$ cat config.mk
export PLATFORM = sky130hd
export DESIGN_NAME = multi_blink
export DESIGN_NICKNAME = d
export VERILOG_FILES = /design/src/rtl/multi_blink_pkg.sv /design/src/rtl/multi_blink_chan.sv /design/src/rtl/multi_blink.sv
export SDC_FILE = /design/constraint.sdc
export NUM_CORES = 1
export LEC_CHECK = 0
export BUFFER_PORTS_ARGS = -buffer_cell sky130_fd_sc_hd__buf_2
export CORE_ASPECT_RATIO = 1.25
export CORE_UTILIZATION = 26
export DETAILED_ROUTE_END_ITERATION = 8
export HOLD_SLACK_MARGIN = 0.05
export SLEW_MARGIN = 20
export SYNTH_ARGS = -nofsm -noshare
export SYNTH_HDL_FRONTEND = slang
export SYNTH_HIERARCHICAL = 1
export SYNTH_SLANG_ARGS = --single-unit
$ cat constraint.sdc
create_clock -name clk -period 2.9 [get_ports clk]
set_clock_uncertainty 0.15 [all_clocks]
set_input_delay 0.145 -clock clk [delete_from_list [all_inputs] [get_ports clk]]
set_output_delay 0.145 -clock clk [all_outputs]
set_load 0.01 [all_outputs]
$ cat src/rtl/multi_blink_pkg.sv
// rtl/multi_blink_pkg.sv - shared mode encoding for the multi-channel blinker
package multi_blink_pkg;
  localparam int MODE_W = 2;

  typedef enum logic [MODE_W-1:0] {
    MODE_OFF,
    MODE_ON,
    MODE_BLINK,
    MODE_PULSE
  } blink_mode_t;
endpackage

$ cat src/rtl/multi_blink_chan.sv
// rtl/multi_blink_chan.sv - one blinker channel: mode/period/down-counter, led and wrap flag
// Optional MULTI_BLINK_SYNC_EN adds the sync input that phase-aligns the channel.
module blink_chan
  import multi_blink_pkg::*;
#(
  parameter int               CBITS          = 32,
  parameter logic [CBITS-1:0] DEFAULT_PERIOD = '1
) (
  input  logic              clk,
  input  logic              rst,
  input  logic              load,
  input  logic              run,
`ifdef MULTI_BLINK_SYNC_EN
  input  logic              sync,
`endif
  input  logic [MODE_W-1:0] cfg_mode,
  input  logic [CBITS-1:0]  cfg_period,
  output logic              led,
  output logic              flg
);
  blink_mode_t      mode;
  logic [CBITS-1:0] period;
  logic [CBITS-1:0] cnt;
  logic             adv;
  logic             wrap;

  assign adv  = run && (mode == MODE_BLINK || mode == MODE_PULSE);
  assign wrap = adv && (cnt == '0);

  // Priority: reset, then a config write (restarts phase), then sync, then normal run.
  always_ff @(posedge clk) begin
    if (rst) begin
      mode   <= MODE_OFF;
      period <= DEFAULT_PERIOD;
      cnt    <= DEFAULT_PERIOD;
      led    <= 1'b0;
      flg    <= 1'b0;
    end else if (load) begin
      mode   <= blink_mode_t'(cfg_mode);
      period <= cfg_period;
      cnt    <= cfg_period;
      led    <= (blink_mode_t'(cfg_mode) == MODE_ON);
      flg    <= 1'b0;
`ifdef MULTI_BLINK_SYNC_EN
    end else if (sync) begin
      cnt <= period;
      led <= (mode == MODE_ON);
      flg <= 1'b0;
`endif
    end else if (run) begin
      flg <= wrap;
      if (adv) cnt <= wrap ? period : cnt - 1'b1;
      case (mode)
        MODE_OFF:   led <= 1'b0;
        MODE_ON:    led <= 1'b1;
        MODE_BLINK: if (wrap) led <= ~led;
        MODE_PULSE: led <= wrap;
        default:    led <= 1'b0;
      endcase
    end else begin
      flg <= 1'b0;
    end
  end
endmodule

$ cat src/rtl/multi_blink.sv
// rtl/multi_blink.sv - NCH-channel LED/heartbeat generator with a one-cycle config write port
// Optional MULTI_BLINK_SYNC_EN adds a global sync input that restarts every channel's phase.
module multi_blink
  import multi_blink_pkg::*;
#(
  parameter int               NCH            = 4,
  parameter int               CBITS          = 32,
  parameter logic [CBITS-1:0] DEFAULT_PERIOD = CBITS'(2**24 - 1),
  localparam int              CHW            = (NCH > 1) ? $clog2(NCH) : 1
) (
  input  logic              clk,
  input  logic              rst,
  input  logic              en,
`ifdef MULTI_BLINK_SYNC_EN
  input  logic              sync,
`endif
  input  logic              cfg_we,
  input  logic [CHW-1:0]    cfg_ch,
  input  logic [MODE_W-1:0] cfg_mode,
  input  logic [CBITS-1:0]  cfg_period,
  output logic [NCH-1:0]    led,
  output logic [NCH-1:0]    flg
);
  logic [NCH-1:0] load;

  // Out-of-range channel numbers match no decoder output, so such writes vanish.
  for (genvar i = 0; i < NCH; i++) begin : g_chan
    assign load[i] = cfg_we && (cfg_ch == CHW'(i));

    blink_chan #(
      .CBITS          (CBITS),
      .DEFAULT_PERIOD (DEFAULT_PERIOD)
    ) u_chan (
      .clk        (clk),
      .rst        (rst),
      .load       (load[i]),
      .run        (en),
`ifdef MULTI_BLINK_SYNC_EN
      .sync       (sync),
`endif
      .cfg_mode   (cfg_mode),
      .cfg_period (cfg_period),
      .led        (led[i]),
      .flg        (flg[i])
    );
  end
endmodule

Word level (Yosys, flattened, before mapping)
Cells that the tools add are included.
Widths: inputs -> output; s select.
{"block": "word_totals", "ff_bits": 272, "latch_bits": 0, "ramBits": 0, "rom_bits": 0, "input_bits": 40, "out_inout_bits": 8, "wordCells": 126, "memories": 0}
{"block": "op_classes", "n_addsub": 4, "multipliers": 0, "div": 0, "n_lt_le_gt_ge": 0, "n_eq_ne": 20, "n_shift": 0, "muxes": 32, "n_bitwise": 5, "reduce_logical": 45}
{"operator": "$mux 32", "n": 16}
{"operator": "$logic_not 32->1", "n": 4}
{"operator": "$sub 32x1->32 const B", "n": 4}
{"operator": "$eq 2x2->1 const B", "n": 10}
{"operator": "$pmux 1 s4", "n": 4}
{"operator": "$reduce_and 2->1", "n": 8}
{"operator": "$reduce_bool 2->1", "n": 8}
{"operator": "$eq 2x1->1 const B", "n": 6}
{"operator": "$logic_and 1x1->1", "n": 12}
{"operator": "$mux 1", "n": 12}
{"operator": "$ne 3x1->1 const B", "n": 4}
{"operator": "$reduce_or 3->1", "n": 4}
{"operator": "$logic_not 2->1", "n": 5}
{"operator": "$not 1->1", "n": 5}
{"operator": "$logic_or 1x1->1", "n": 4}

Logic depth before layout (Yosys ltp)
Gate-level depths: netlist of the first run.
{"block": "logic_depth", "word_depth": 8, "mapped_depth": 9, "depth_no_buf": 7}

Cells and area by module
Netlist of the first run, hierarchy kept.
{"module": "blink_chan (g_chan[2].u_chan ...)", "n_inst": 2, "cells_per_inst": 450, "area_per_inst_um2": 3663.5, "seq_area_each_um2": 1361.3}
{"module": "blink_chan (g_chan[0].u_chan ...)", "n_inst": 2, "cells_per_inst": 447, "area_per_inst_um2": 3637.2, "seq_area_each_um2": 1361.3}
{"module": "multi_blink", "n_inst": 1, "cells_per_inst": 4, "area_per_inst_um2": 37.5, "seq_area_each_um2": 0.0}

Worst setup path before layout of the first run
OpenSTA, ideal clock, no wires.
{"block": "synth_timing", "path_type": "reg2reg", "start": "register g_chan[0].u_chan.cnt[0]", "end": "register g_chan[0].u_chan.cnt[12]", "setup_time_ps": 124, "arrival_time_ps": 2089, "required_ps": 2626, "path_slack_ps": 537, "path_stages_with_launch": 9, "n_path_buf": 1, "period_less_slack_ps": 2363, "path_cell_list": "dfxtp_1 -> inv_1 -> ha_1 -> or4b_4 -> buf_2 -> nor4_1 -> mux2_2 -> o211ai_2 -> nand3_1"}
{"block": "synth_via", "elab_chain_len": 6, "elab_cells_between_ends": 7, "cone_classes": "add/sub (1); mux (4); reduce/logical (2)"}
{"item": "from (decl)", "line_no": "multi_blink_chan.sv:23", "text": "logic [CBITS-1:0] cnt;"}
{"item": "from (signal assigned)", "line_no": "multi_blink_chan.sv:41", "text": "cnt <= cfg_period;"}
{"item": "from (signal assigned)", "line_no": "multi_blink_chan.sv:52", "text": "if (adv) cnt <= wrap ? period : cnt - 1'b1;"}
{"item": "parallel branches: the longest is 2 deep, another holds $sub 32x1->32"}
{"item": "$mux 32 * (2 in a row)", "line_no": "multi_blink_chan.sv:52"}
{"item": "$mux 32 *", "line_no": "multi_blink_chan.sv:50", "text": "end else if (run) begin"}
{"item": "$mux 32 *", "line_no": "multi_blink_chan.sv:38", "text": "end else if (load) begin"}
Every way passes the cells marked *. The select of a mux whose other input is x is not followed.
A chain may end at the register's enable or synchronous reset.

Worst setup path in the final report of the first run
{"block": "layout_timing", "start": "register g_chan[1].u_chan.cnt[0]", "end": "register g_chan[1].u_chan.cnt[27]"}
{"block": "layout_via", "elab_chain_len": 6, "elab_cells_between_ends": 7, "cone_classes": "add/sub (1); mux (4); reduce/logical (2)"}
{"item": "from (decl)", "line_no": "multi_blink_chan.sv:23"}
{"item": "from (signal assigned)", "line_no": "multi_blink_chan.sv:41"}
{"item": "from (signal assigned)", "line_no": "multi_blink_chan.sv:52"}
{"item": "parallel branches: the longest is 2 deep, another holds $sub 32x1->32"}
{"item": "$mux 32 * (2 in a row)", "line_no": "multi_blink_chan.sv:52"}
{"item": "$mux 32 *", "line_no": "multi_blink_chan.sv:50"}
{"item": "$mux 32 *", "line_no": "multi_blink_chan.sv:38"}
Marks and branches as above.

==> results of run 1 <==
-- final cells by class --
cell class                      count  area, um^2
Fill cell                        5939       38200
Inverter                          122         458
Tap cell                          735         920
Timing Repair Buffer              169        1280
Sequential cell                   272        5450
Clock inverter                      7        60.1
Multi-Input combinational cell   1280        8160
Clock buffer                       40         774
-- final timing paths --
kind | from | slack (ns) | depth (start not counted) | endpoint
worst min register to register | g_chan[0].u_chan/period[22] | 0.30 | 2 | g_chan[0].u_chan/period[22]
worst max register to register | g_chan[1].u_chan/cnt[0] | 0.14 | 7 | g_chan[1].u_chan/cnt[27]
worst max-delay path | g_chan[1].u_chan/cnt[0] | 0.14 | 7 | g_chan[1].u_chan/cnt[27]
worst min-delay path | cfg_we | 0.08 | 5 | g_chan[0].u_chan/mode[1]
-- synth_stat cells (26+ instances only) --
cell type  number  area, um^2
dfxtp_1       272        5450
nor2_1        152         571
a21oi_1       138         691
o21ai_0       134         671
nand2_1       122         458
inv_1         120         450
clkbuf_1       76         285
nor3_1         62         310
nor4_1         56         350
mux2i_1        38         380
nand3_1        38         190
o31ai_1        34         255
o211ai_1       32         240
nand4_1        30         188
o21ai_1        28         140
o22ai_1        26         163
-- kinds of logic after synthesis --
logic type / share of synthesized area [%]
AND/OR/NAND/NOR: 24.4
AO/OA/AOI/OAI: 26.1
flip-flops: 37.2
buffers and inverters: 7.28
multiplexers: 3.21
XOR/XNOR: 1.44
adder cells (fa/ha/maj): 0.342
-- power groups by stage --
stage	Combinational, uW	Sequential [uW]	Clock, uW
after floorplan	589	4100	0
after global placement	858	4160	0
after detailed placement	877	4170	0
after CTS	922	4090	3550
after global routing	1020	4120	3680
final	925	4090	3460
-- timing repair --
| action | CTS | global route |
|---|---|---|
| hold buffers | 39 | 0 |
| gates resized for setup | 0 | 3 |
| endpoints found under the setup margin | 0 | 15 |
| hold endpoints to repair | 263 | 0 |
-- sequential cells by signal, summed over array words and instances (netlist names) --
name and count:
g_chan.u_chan/cnt 128, g_chan.u_chan/flg 4, g_chan.u_chan/mode 8, g_chan.u_chan/period 128, g_chan.u_chan/led 4
-- metal layers --
layer	up-vias	track usage, %
li1	6803	-
met1	6853	22.1
met2	419	28.3
met3	114	2.09
met4	0	9.92
met5	-	0
-- worst max-delay path, delay by kind of cell (launching register included) --
kind            cells  cell delay, ns
compound gates      2            0.42
fa+ha+maj           1            0.21
buf+inv             1            0.07
flops               1            0.35
simple gates        3            1.40
-- metrics by stage --
stage	cells	total power, uW	area [um^2]	hold slack (ns)	setup WS [ns]
after CTS	2625	8560	17100	0.0599	0.0711
after global routing	2625	8810	17100	0.0917	0.0437
after floorplan	1798	4690	14600	0.131	0.537
final	2625	8480	17100	0.0849	0.138
after detailed placement	2539	5040	15900	0.294	0.0703
after global placement	2539	5020	15900	0.287	0.117
==> metrics.md, run 1 <==
| Metric | Value |
|---|---|
| DRT Wirelength | `51200 um` |
| Syn Inst Count | `1798` |
| Crit path required time | `3.16 ns` |
| Fin nets | `1916` |
| Total GRT Usage | `17.3%` |
| Worst VDD drop | `0.321 mV` |
| Hpwl dp | `36100 um` |
| Element type at the critical path end | `flop` |
| Status | `completed` |
| Max stage delay on crit path | `0.60 ns` |
| First-pass GRT wire length | `78500 um` |
| Final core occ | `30.9%` |
| Switching share of power | `27.0%` |
| Clock period minus worst slack | `2.76 ns` |
| Die H | `267 um` |
| Final setup viols | `0` |
| Clock power share | `40.8%` |
| Drt first-iter violations | `1189` |
| Initial Util | `26.5%` |
| Net load switching power | `2290 uW` |
| Die ar. | `57300 um^2` |
| Final hold violations | `0` |
| Synthesized area | `14600 um^2` |
| Grt total ovfl | `0` |
| WL met2 | `22700 um` |
| Syn. warnings | `6` |
| Final Cycle Share | `95.2%` |
| Post-DR vias/cell | `5.41` |
| Clock Latency Late Sink | `0.56 ns` |
| Postcts setup bufs | `0` |
| CTS Root Cell | `clkbuf_16` |
| I/O pin cnt | `48` |
| Type of origin of the critical path | `flop` |
| Combinational Power Share | `10.9%` |
| Leading cell types in the layout, fill and taps excluded | `272 x dfxtp_1, 152 x nor2_1, 134 x a21oi_1, 134 x o21ai_0, 122 x nand2_1` |
| Power Density | `496 nW/um^2` |
| Area growth syn-to-layout | `16.8%` |
| Die Span X | `214 um` |
| Slew margin rel. | `35.8%` |
| Pint | `6190 uW` |
| Vias in the first global route | `13500` |
| Detail Route Antenna Nets | `0` |
| Port buffer count | `47` |
| Most common cell after layout, fill and taps aside | `dfxtp_1` |
| FF+latch count, synth | `272` |
| Synthesized area per cell | `8.14 um^2` |
| Achievable frequency | `0.362 GHz` |
| CTS buffer count | `27` |
| Sequential area share after synthesis | `37.2%` |
| Post-synth EDFFs | `0` |
| Critical Path AT | `3.03 ns` |
| Met1 WL | `23000 um` |
| Share of layout cells above drive strength 1 | `14.8%` |
| Least-Margin Pin Slew | `0.960 ns` |
| Inserted Diodes | `0` |
| Core area | `55300 um^2` |
| Placer Congestion | `0.909` |
| Pins Over Slew Limit | `0` |
| Unrepaired setup endpoints after global routing | `no` |
| Asr flop ratio synth | `0%` |
| 1st-pass router iterations | `5` |
| Wire per inst | `19.5 um` |
| Maxcap violations | `0` |
| CTS tree | `yes` |
| Worst Path Max Fanout | `13` |
| Reg power frac | `48.3%` |
| Routed vias | `14200` |
| Synthesized Nets | `1842` |
| Antenna violations before repair | `0` |
| Clock Sinks | `272` |
| Slowest-stage cell, CP | `or4b_4` |
| CP cell instances | `inv_1 > ha_1 > or4b_4 > nor4_2 > nand3_1 > o21ai_0 > o22ai_1` |
| Top FF cell, synth | `dfxtp_1` |
| Clock transition at path regs | `0.06 ns` |
| Largest net degree at the start of global routing | `84` |
| Setup TNS | `0 ns` |
| Leakage | `0.00667 uW` |
| WL met3 | `2660 um` |
| Std cell rows | `96` |
| CTS max path bufs | `3` |
| Htree depth | `1` |
| Post-route DRC | `0` |
| Hold crit path type | `in2reg` |
| Unique masters post-synth | `75` |
| Top routing layer used | `met4` |
| Setup CP Type | `reg2reg` |
(Power assumes the default switching activity.)
==> inputs of run 2 (changes only) <==
==> constraint.sdc (replaced) <==
create_clock -name clk -period 2.9 [get_ports clk]
set_clock_uncertainty 0.15 [all_clocks]
set_input_delay 0.435 -clock clk [delete_from_list [all_inputs] [get_ports clk]]
set_output_delay 0.435 -clock clk [all_outputs]
set_load 0.01 [all_outputs]
==> run 2 against run 1 <==
Against the previous run: die area unchanged; core utilization shrank 0.40 points; sequential cell count is the same; sequential share of layout area rose by 0.42 points; clock power rose by 14%; sequential power about the same; global-route usage barely moved; combinational power is 4.0% lower; critical endpoint is now g_chan[2].u_chan/cnt[31]; total power is 5.4% higher; final cell count down 1.3%; fmax up 2.8%; non-clock buffer count down 37.
==> metrics.md, run 2 (synthesized netlist as in run 1, its figures left out) <==
| Metric | Value |
|---|---|
| Wire per inst | `19.7 um (was 19.5 um)` |
| Worst VDD drop | `0.364 mV (was 0.321 mV)` |
| Grt total ovfl | `0 (unchanged)` |
| Largest registers | `g_chan.u_chan/cnt: 128 flops, g_chan.u_chan/period: 128 flops, g_chan.u_chan/mode: 8 flops (unchanged)` |
| Hold crit path type | `in2reg (unchanged)` |
| Clock period minus worst slack | `2.69 ns (was 2.76 ns)` |
| CTS max path bufs | `3 (unchanged)` |
| Final hold violations | `0 (unchanged)` |
| Worst setup margin | `0.213 ns (was 0.138 ns)` |
| Pins Over Slew Limit | `0 (unchanged)` |
| Drt first-iter violations | `1472 (was 1189)` |
| Post-place setup slack | `0.223 ns (was 0.0703 ns)` |
| Clock transition at path regs | `0.07 ns (was 0.06 ns)` |
| Filler cells | `5874 (was 5939)` |
| Die ar. | `57300 um^2 (unchanged)` |
| Element type at the critical path end | `flop (unchanged)` |
| Most used routing layer | `met2 (unchanged)` |
| Core area | `55300 um^2 (unchanged)` |
| Worst Path Max Fanout | `11 (was 13)` |
| Routed vias | `14000 (was 14200)` |
| CP Buf/Inv Count | `2 (was 1)` |
| CP cell instances | `inv_1 > ha_1 > or4b_1 > nor4_4 > nand3_2 > buf_4 > o221ai_1 > o22ai_1 (was inv_1 > ha_1 > or4b_4 > nor4_2 > nand3_1 > o21ai_0 > o22ai_1)` |
| Critical Path AT | `2.99 ns (was 3.03 ns)` |
| Inserted Diodes | `0 (unchanged)` |
| Unrepaired setup endpoints after global routing | `no (unchanged)` |
| CTS buffer count | `29 (was 27)` |
| CTS Root Cell | `clkbuf_16 (unchanged)` |
| Hpwl dp | `36200 um (was 36100 um)` |
| Clock Latency Late Sink | `0.58 ns (was 0.56 ns)` |
| Final setup viols | `0 (unchanged)` |
| Slew margin rel. | `36.9% (was 35.8%)` |
| Total GRT Usage | `17.3% (about the same)` |
| GR Layer Usage met1 | `21.9% (was 22.1%)` |
| First-pass GRT wire length | `78300 um (was 78500 um)` |
| CTS tree | `yes (unchanged)` |
| DP Area | `15900 um^2 (about the same)` |
| Detail Route Antenna Nets | `0 (unchanged)` |
| 1st-pass router iterations | `6 (was 5)` |
| Area growth syn-to-layout | `15.3% (was 16.8%)` |
| Port buffer count | `47 (unchanged)` |
| I/O pin cnt | `48 (unchanged)` |
| Cts repair resizes | `0 (unchanged)` |
| Antenna violations before repair | `0 (unchanged)` |
| Final instance area | `16900 um^2 (was 17100 um^2)` |
| Setup CP Type | `reg2reg (unchanged)` |
| Vias in the first global route | `13400 (was 13500)` |
| Postcts setup bufs | `0 (unchanged)` |
| Most common cell after layout, fill and taps aside | `dfxtp_1 (unchanged)` |
| Post-route DRC | `0 (unchanged)` |
| Die Span X | `214 um (unchanged)` |
| Std cell rows | `96 (unchanged)` |
| Multi-input gate area | `8150 um^2 (was 8160 um^2)` |
| Crit path required time | `3.20 ns (was 3.16 ns)` |
| Max stage delay on crit path | `0.68 ns (was 0.60 ns)` |
| Htree depth | `1 (unchanged)` |
| Die H | `267 um (unchanged)` |
| Met2 usage | `28.5% (was 28.3%)` |
| Largest net degree at the start of global routing | `60 (was 84)` |
| FF/Latch Area | `5450 um^2 (unchanged)` |
| Setup TNS | `0 ns (unchanged)` |
| Status | `completed (unchanged)` |
| Maxcap violations | `0 (unchanged)` |
| DRT Wirelength | `51100 um (was 51200 um)` |
| Power Density | `530 nW/um^2 (was 496 nW/um^2)` |
| Fin nets | `1881 (was 1916)` |
| Leading cell types in the layout, fill and taps excluded | `272 x dfxtp_1, 152 x nor2_1, 134 x a21oi_1, 134 x o21ai_0, 122 x nand2_1 (unchanged)` |
| Type of origin of the critical path | `flop (unchanged)` |
| Initial Util | `26.5% (unchanged)` |
| Least-Margin Pin Slew | `0.947 ns (was 0.960 ns)` |
| Final Cycle Share | `92.6% (was 95.2%)` |
| Final core occ | `30.5% (was 30.9%)` |
| Placer Congestion | `0.908 (was 0.909)` |
| CTS Hold Bufs | `0 (was 39)` |
| Share of layout cells above drive strength 1 | `15.3% (was 14.8%)` |
| Slowest-stage cell, CP | `or4b_1 (was or4b_4)` |
| Leakage | `0.00659 uW (was 0.00667 uW)` |
| Largest delay share family, worst path | `simple AND/OR/NAND/NOR gates (unchanged)` |
| Met3 Use GR | `2.26% (was 2.09%)` |
| Overall power | `8940 uW (was 8480 uW)` |
| Post-DR vias/cell | `5.42 (was 5.41)` |
| Clock Sinks | `272 (unchanged)` |
| Achievable frequency | `0.372 GHz (was 0.362 GHz)` |
run 2: cell count changes in the layout (fill, tap and decap cells not counted), sizes merged:
| cell | before | now |
|---|---|---|
| buf | 130 | 132 |
| bufinv | 1 | 4 |
| clkbuf | 40 | 42 |
| clkinv | 8 | 5 |
| dlygate4sd3 | 39 | 0 |
| inv | 120 | 122 |
run 2: where the power goes:
part	leakage (uW)	internal, uW	total (uW)	switching, uW
clock network	0.000492	2360	3950	1590
logic	0.00387	326	888	562
registers	0.00223	3910	4100	185
run 2: layout make-up:
type                            count  area share, %
Clock inverter                      9          0.905
Multi-Input combinational cell   1280           48.3
Timing Repair Buffer              132           5.36
Clock buffer                       42           5.00
Tap cell                          735           5.45
Sequential cell                   272           32.3
Inverter                          122           2.71
run 2: worst paths after layout:
kind / startpoint / to / slack, ns / depth (start not counted)
setup / recovery: g_chan[2].u_chan/cnt[1] / g_chan[2].u_chan/cnt[31] / 0.21 / 8
hold / removal: cfg_ch[1] / g_chan[0].u_chan/period[19] / 0.12 / 3
setup reg to reg: g_chan[2].u_chan/cnt[1] / g_chan[2].u_chan/cnt[31] / 0.21 / 8
hold reg to reg: g_chan[1].u_chan/period[22] / g_chan[1].u_chan/period[22] / 0.30 / 2
run 2: stage by stage:
stage          hold WS, ns  std cells
3_5_place_dp         0.293       2541
5_1_grt              0.122       2592
2_1_floorplan        0.277       1798
4_1_cts              0.107       2592
6_report             0.120       2592
3_3_place_gp         0.289       2541
run 2: worst register-to-register path, cell delays in order, from the launching register on:
cell	delay, ns
dfxtp_1	0.34
inv_1	0.07
ha_1	0.21
or4b_1	0.68
nor4_4	0.27
nand3_2	0.28
buf_4	0.27
o221ai_1	0.19
o22ai_1	0.09
run 2: routing by layer:
metal,vias to the layer above,part of all wire [%]
met5,-,0
met4,0,5.7
met3,125,5.9
met2,474,45
met1,6711,43
li1,6731,-
==> inputs of run 3 (changes only) <==
--- a/config.mk
+++ b/config.mk
@@ -8,8 +8,10 @@
 export BUFFER_PORTS_ARGS = -buffer_cell sky130_fd_sc_hd__buf_2
 export CORE_ASPECT_RATIO = 1.25
 export CORE_UTILIZATION = 26
+export CTS_BUF_LIST = sky130_fd_sc_hd__clkbuf_8
 export DETAILED_ROUTE_END_ITERATION = 8
 export HOLD_SLACK_MARGIN = 0.05
+export SETUP_SLACK_MARGIN = 0.5
 export SLEW_MARGIN = 20
 export SYNTH_ARGS = -nofsm -noshare
 export SYNTH_HDL_FRONTEND = slang
==> run 3 against run 2 <==
Against the previous run: die area did not move; critical path depth stayed put; total power decreased by 4.4%; largest cell class unchanged; largest power group unchanged; highest routed layer unchanged.
==> metrics.md, run 3 (synthesized netlist as in run 1, its figures left out) <==
| Metric | Value |
|---|---|
| Met3 Use GR | `2.42% (was 2.26%)` |
| Post-place setup slack | `0.223 ns (unchanged)` |
| Final setup viols | `0 (unchanged)` |
| Reg2Reg Capture Point | `g_chan[3].u_chan/cnt[29] (was g_chan[2].u_chan/cnt[31])` |
| R2R Setup Slk | `0.49 ns (was 0.21 ns)` |
| Crit path required time | `3.22 ns (was 3.20 ns)` |
| Path depth of the worst reg2reg path | `8 (unchanged)` |
| Worst Path Max Fanout | `6 (was 11)` |
| CTS buffer count | `43 (was 29)` |
| Final Non-Filler Cells | `2692 (was 2592)` |
| Worst setup margin | `0.494 ns (was 0.213 ns)` |
| CP cell instances | `inv_4 > ha_4 > or4b_4 > buf_6 > nor4_4 > nand3_4 > o311a_1 > o32ai_1 (was inv_1 > ha_1 > or4b_1 > nor4_4 > nand3_2 > buf_4 > o221ai_1 > o22ai_1)` |
| DRT Wirelength | `53400 um (was 51100 um)` |
| Fin nets | `1969 (was 1881)` |
| Max stage delay on crit path | `0.52 ns (was 0.68 ns)` |
| CTS tree | `yes (unchanged)` |
| Total GRT Usage | `17.8% (was 17.3%)` |
| 1st-pass router iterations | `5 (was 6)` |
| GR Layer Usage met1 | `21.9% (about the same)` |
| Leading cell types in the layout, fill and taps excluded | `255 x dfxtp_1, 151 x nor2_1, 133 x a21oi_1, 133 x buf_4, 122 x inv_1 (was 272 x dfxtp_1, 152 x nor2_1, 134 x a21oi_1, 134 x o21ai_0, 122 x nand2_1)` |
| Type of origin of the critical path | `flop (unchanged)` |
| Die H | `267 um (unchanged)` |
| CTS max path bufs | `3 (unchanged)` |
| CTS Hold Bufs | `0 (unchanged)` |
| Die ar. | `57300 um^2 (unchanged)` |
| Leakage | `0.00716 uW (was 0.00659 uW)` |
| First-pass GRT wire length | `80300 um (was 78300 um)` |
| Worst VDD drop | `0.300 mV (was 0.364 mV)` |
| Detail Route Antenna Nets | `0 (unchanged)` |
| Most used routing layer | `met2 (unchanged)` |
| Pins Over Slew Limit | `0 (unchanged)` |
| Largest registers | `g_chan.u_chan/cnt: 128 flops, g_chan.u_chan/period: 128 flops, g_chan.u_chan/mode: 8 flops (unchanged)` |
| Drt first-iter violations | `1256 (was 1472)` |
| Hold crit path type | `in2reg (unchanged)` |
| Slew margin rel. | `32.3% (was 36.9%)` |
| Maxcap violations | `0 (unchanged)` |
| Slowest-stage cell, CP | `or4b_4 (was or4b_1)` |
| Post-route DRC | `0 (unchanged)` |
| I/O pin cnt | `48 (unchanged)` |
| Least-Margin Pin Slew | `1.01 ns (was 0.947 ns)` |
| Clock Latency Late Sink | `0.59 ns (was 0.58 ns)` |
| Element type at the critical path end | `flop (unchanged)` |
| Post-DR vias/cell | `5.48 (was 5.42)` |
| Final Cycle Share | `83.0% (was 92.6%)` |
| Power Density | `472 nW/um^2 (was 530 nW/um^2)` |
| Placed insts | `2541 (unchanged)` |
| Final hold violations | `0 (unchanged)` |
| Status | `completed (unchanged)` |
| CP endpoint | `g_chan[3].u_chan/cnt[29] (was g_chan[2].u_chan/cnt[31])` |
| Antenna violations before repair | `1 (was 0)` |
| Wire per inst | `19.8 um (was 19.7 um)` |
| Most common cell after layout, fill and taps aside | `dfxtp_1 (unchanged)` |
| Std cell rows | `96 (unchanged)` |
| Largest net degree at the start of global routing | `60 (unchanged)` |
| Critical Path AT | `2.73 ns (was 2.99 ns)` |
| Placer Congestion | `0.908 (unchanged)` |
| CTS Root Cell | `clkbuf_8 (was clkbuf_16)` |
| Clock Sinks | `272 (unchanged)` |
| Setup CP Type | `reg2reg (unchanged)` |
| Setup TNS | `0 ns (unchanged)` |
| Htree depth | `2 (was 1)` |
| Hpwl dp | `36200 um (unchanged)` |
| Reg2reg start | `g_chan[3].u_chan/cnt[0] (was g_chan[2].u_chan/cnt[1])` |
| Initial Util | `26.5% (unchanged)` |
| Area growth syn-to-layout | `23.6% (was 15.3%)` |
| Grt total ovfl | `0 (unchanged)` |
| Achievable frequency | `0.416 GHz (was 0.372 GHz)` |
| Clock transition at path regs | `0.07 ns (about the same)` |
| Vias in the first global route | `13900 (was 13400)` |
| Unrepaired setup endpoints after global routing | `yes (was no)` |
| CP startpoint | `g_chan[3].u_chan/cnt[0] (was g_chan[2].u_chan/cnt[1])` |
| Filler cells | `5787 (was 5874)` |
| Routed vias | `14700 (was 14000)` |
| Core area | `55300 um^2 (unchanged)` |
| Clock period minus worst slack | `2.41 ns (was 2.69 ns)` |
| Die Span X | `214 um (unchanged)` |
| Port buffer count | `47 (unchanged)` |
| Share of layout cells above drive strength 1 | `24.4% (was 15.3%)` |
| Met2 usage | `29.7% (was 28.5%)` |
run 3: cell count changes in the layout (fill, tap and decap cells not counted), sizes merged:
cell    before  now
inv        122  130
clkbuf      42   59
buf        132  205
bufinv       4    1
clkinv       5    9
diode        0    1
run 3: power by group:
part | switching, uW | internal [uW]
Combinational | 589 | 351
Sequential | 198 | 3910
Clock | 1630 | 1870
run 3: per-layer routing:
metal,vias to the layer above,part of all wire [%],wire [um]
li1,6928,-,-
met1,7119,43,22700
met2,555,46,24400
met3,146,5.8,3120
met4,0,5.9,3150
met5,-,0,0
run 3: critical path: cells and delay by family (launching register included):
family | cells | cell delay (ns)
flip-flops | 1 | 0.37
adder cells (fa/ha/maj) | 1 | 0.13
AO/OA/AOI/OAI | 2 | 0.47
AND/OR/NAND/NOR | 3 | 0.98
buffers and inverters | 2 | 0.21
run 3: what timing repair did:
action | 4_1_cts | 5_1_grt
gates cloned | 1 | 1
resized for setup | 52 | 123
buffers inserted | 42 | 30
pin swaps | 20 | 50
endpoints found under the setup margin | 109 | 117
run 3: worst min-delay path by stage:
stage                                            from                           to  slack (ns)  cells past startpoint
after floorplan           g_chan[0].u_chan/period[14]  g_chan[0].u_chan/period[14]        0.28                      2
after global placement    g_chan[0].u_chan/period[22]  g_chan[0].u_chan/period[22]        0.29                      2
after detailed placement  g_chan[3].u_chan/period[16]  g_chan[3].u_chan/period[16]        0.29                      2
after CTS                                 cfg_mode[1]     g_chan[2].u_chan/mode[1]        0.08                      3
after global routing                        cfg_ch[1]  g_chan[0].u_chan/period[19]        0.11                      3
final                                  cfg_period[28]     g_chan[0].u_chan/cnt[28]        0.12                      3
run 3: layout make-up:
class | count | area, um^2 | share of cell area [%]
diodes | 1 | 2.50 | 0.0138
clock buffers | 58 | 798 | 4.41
clock inverters | 18 | 103 | 0.567
inverters | 122 | 463 | 2.56
multi-input cells | 1280 | 8720 | 48.2
flip-flops and latches | 272 | 5480 | 30.3
well taps | 735 | 920 | 5.08
repair buffers | 206 | 1610 | 8.87
run 3: through the flow:
stage	total power (uW)	hold WS [ns]	util, %	instance area (um^2)
floorplan	4690	0.277	-	14600
global placement	5030	0.289	28.7	15900
detailed placement	5050	0.293	28.7	15900
CTS	8560	0.0805	31.4	17400
global route	8860	0.112	32.7	18100
finish	8550	0.117	32.7	18100
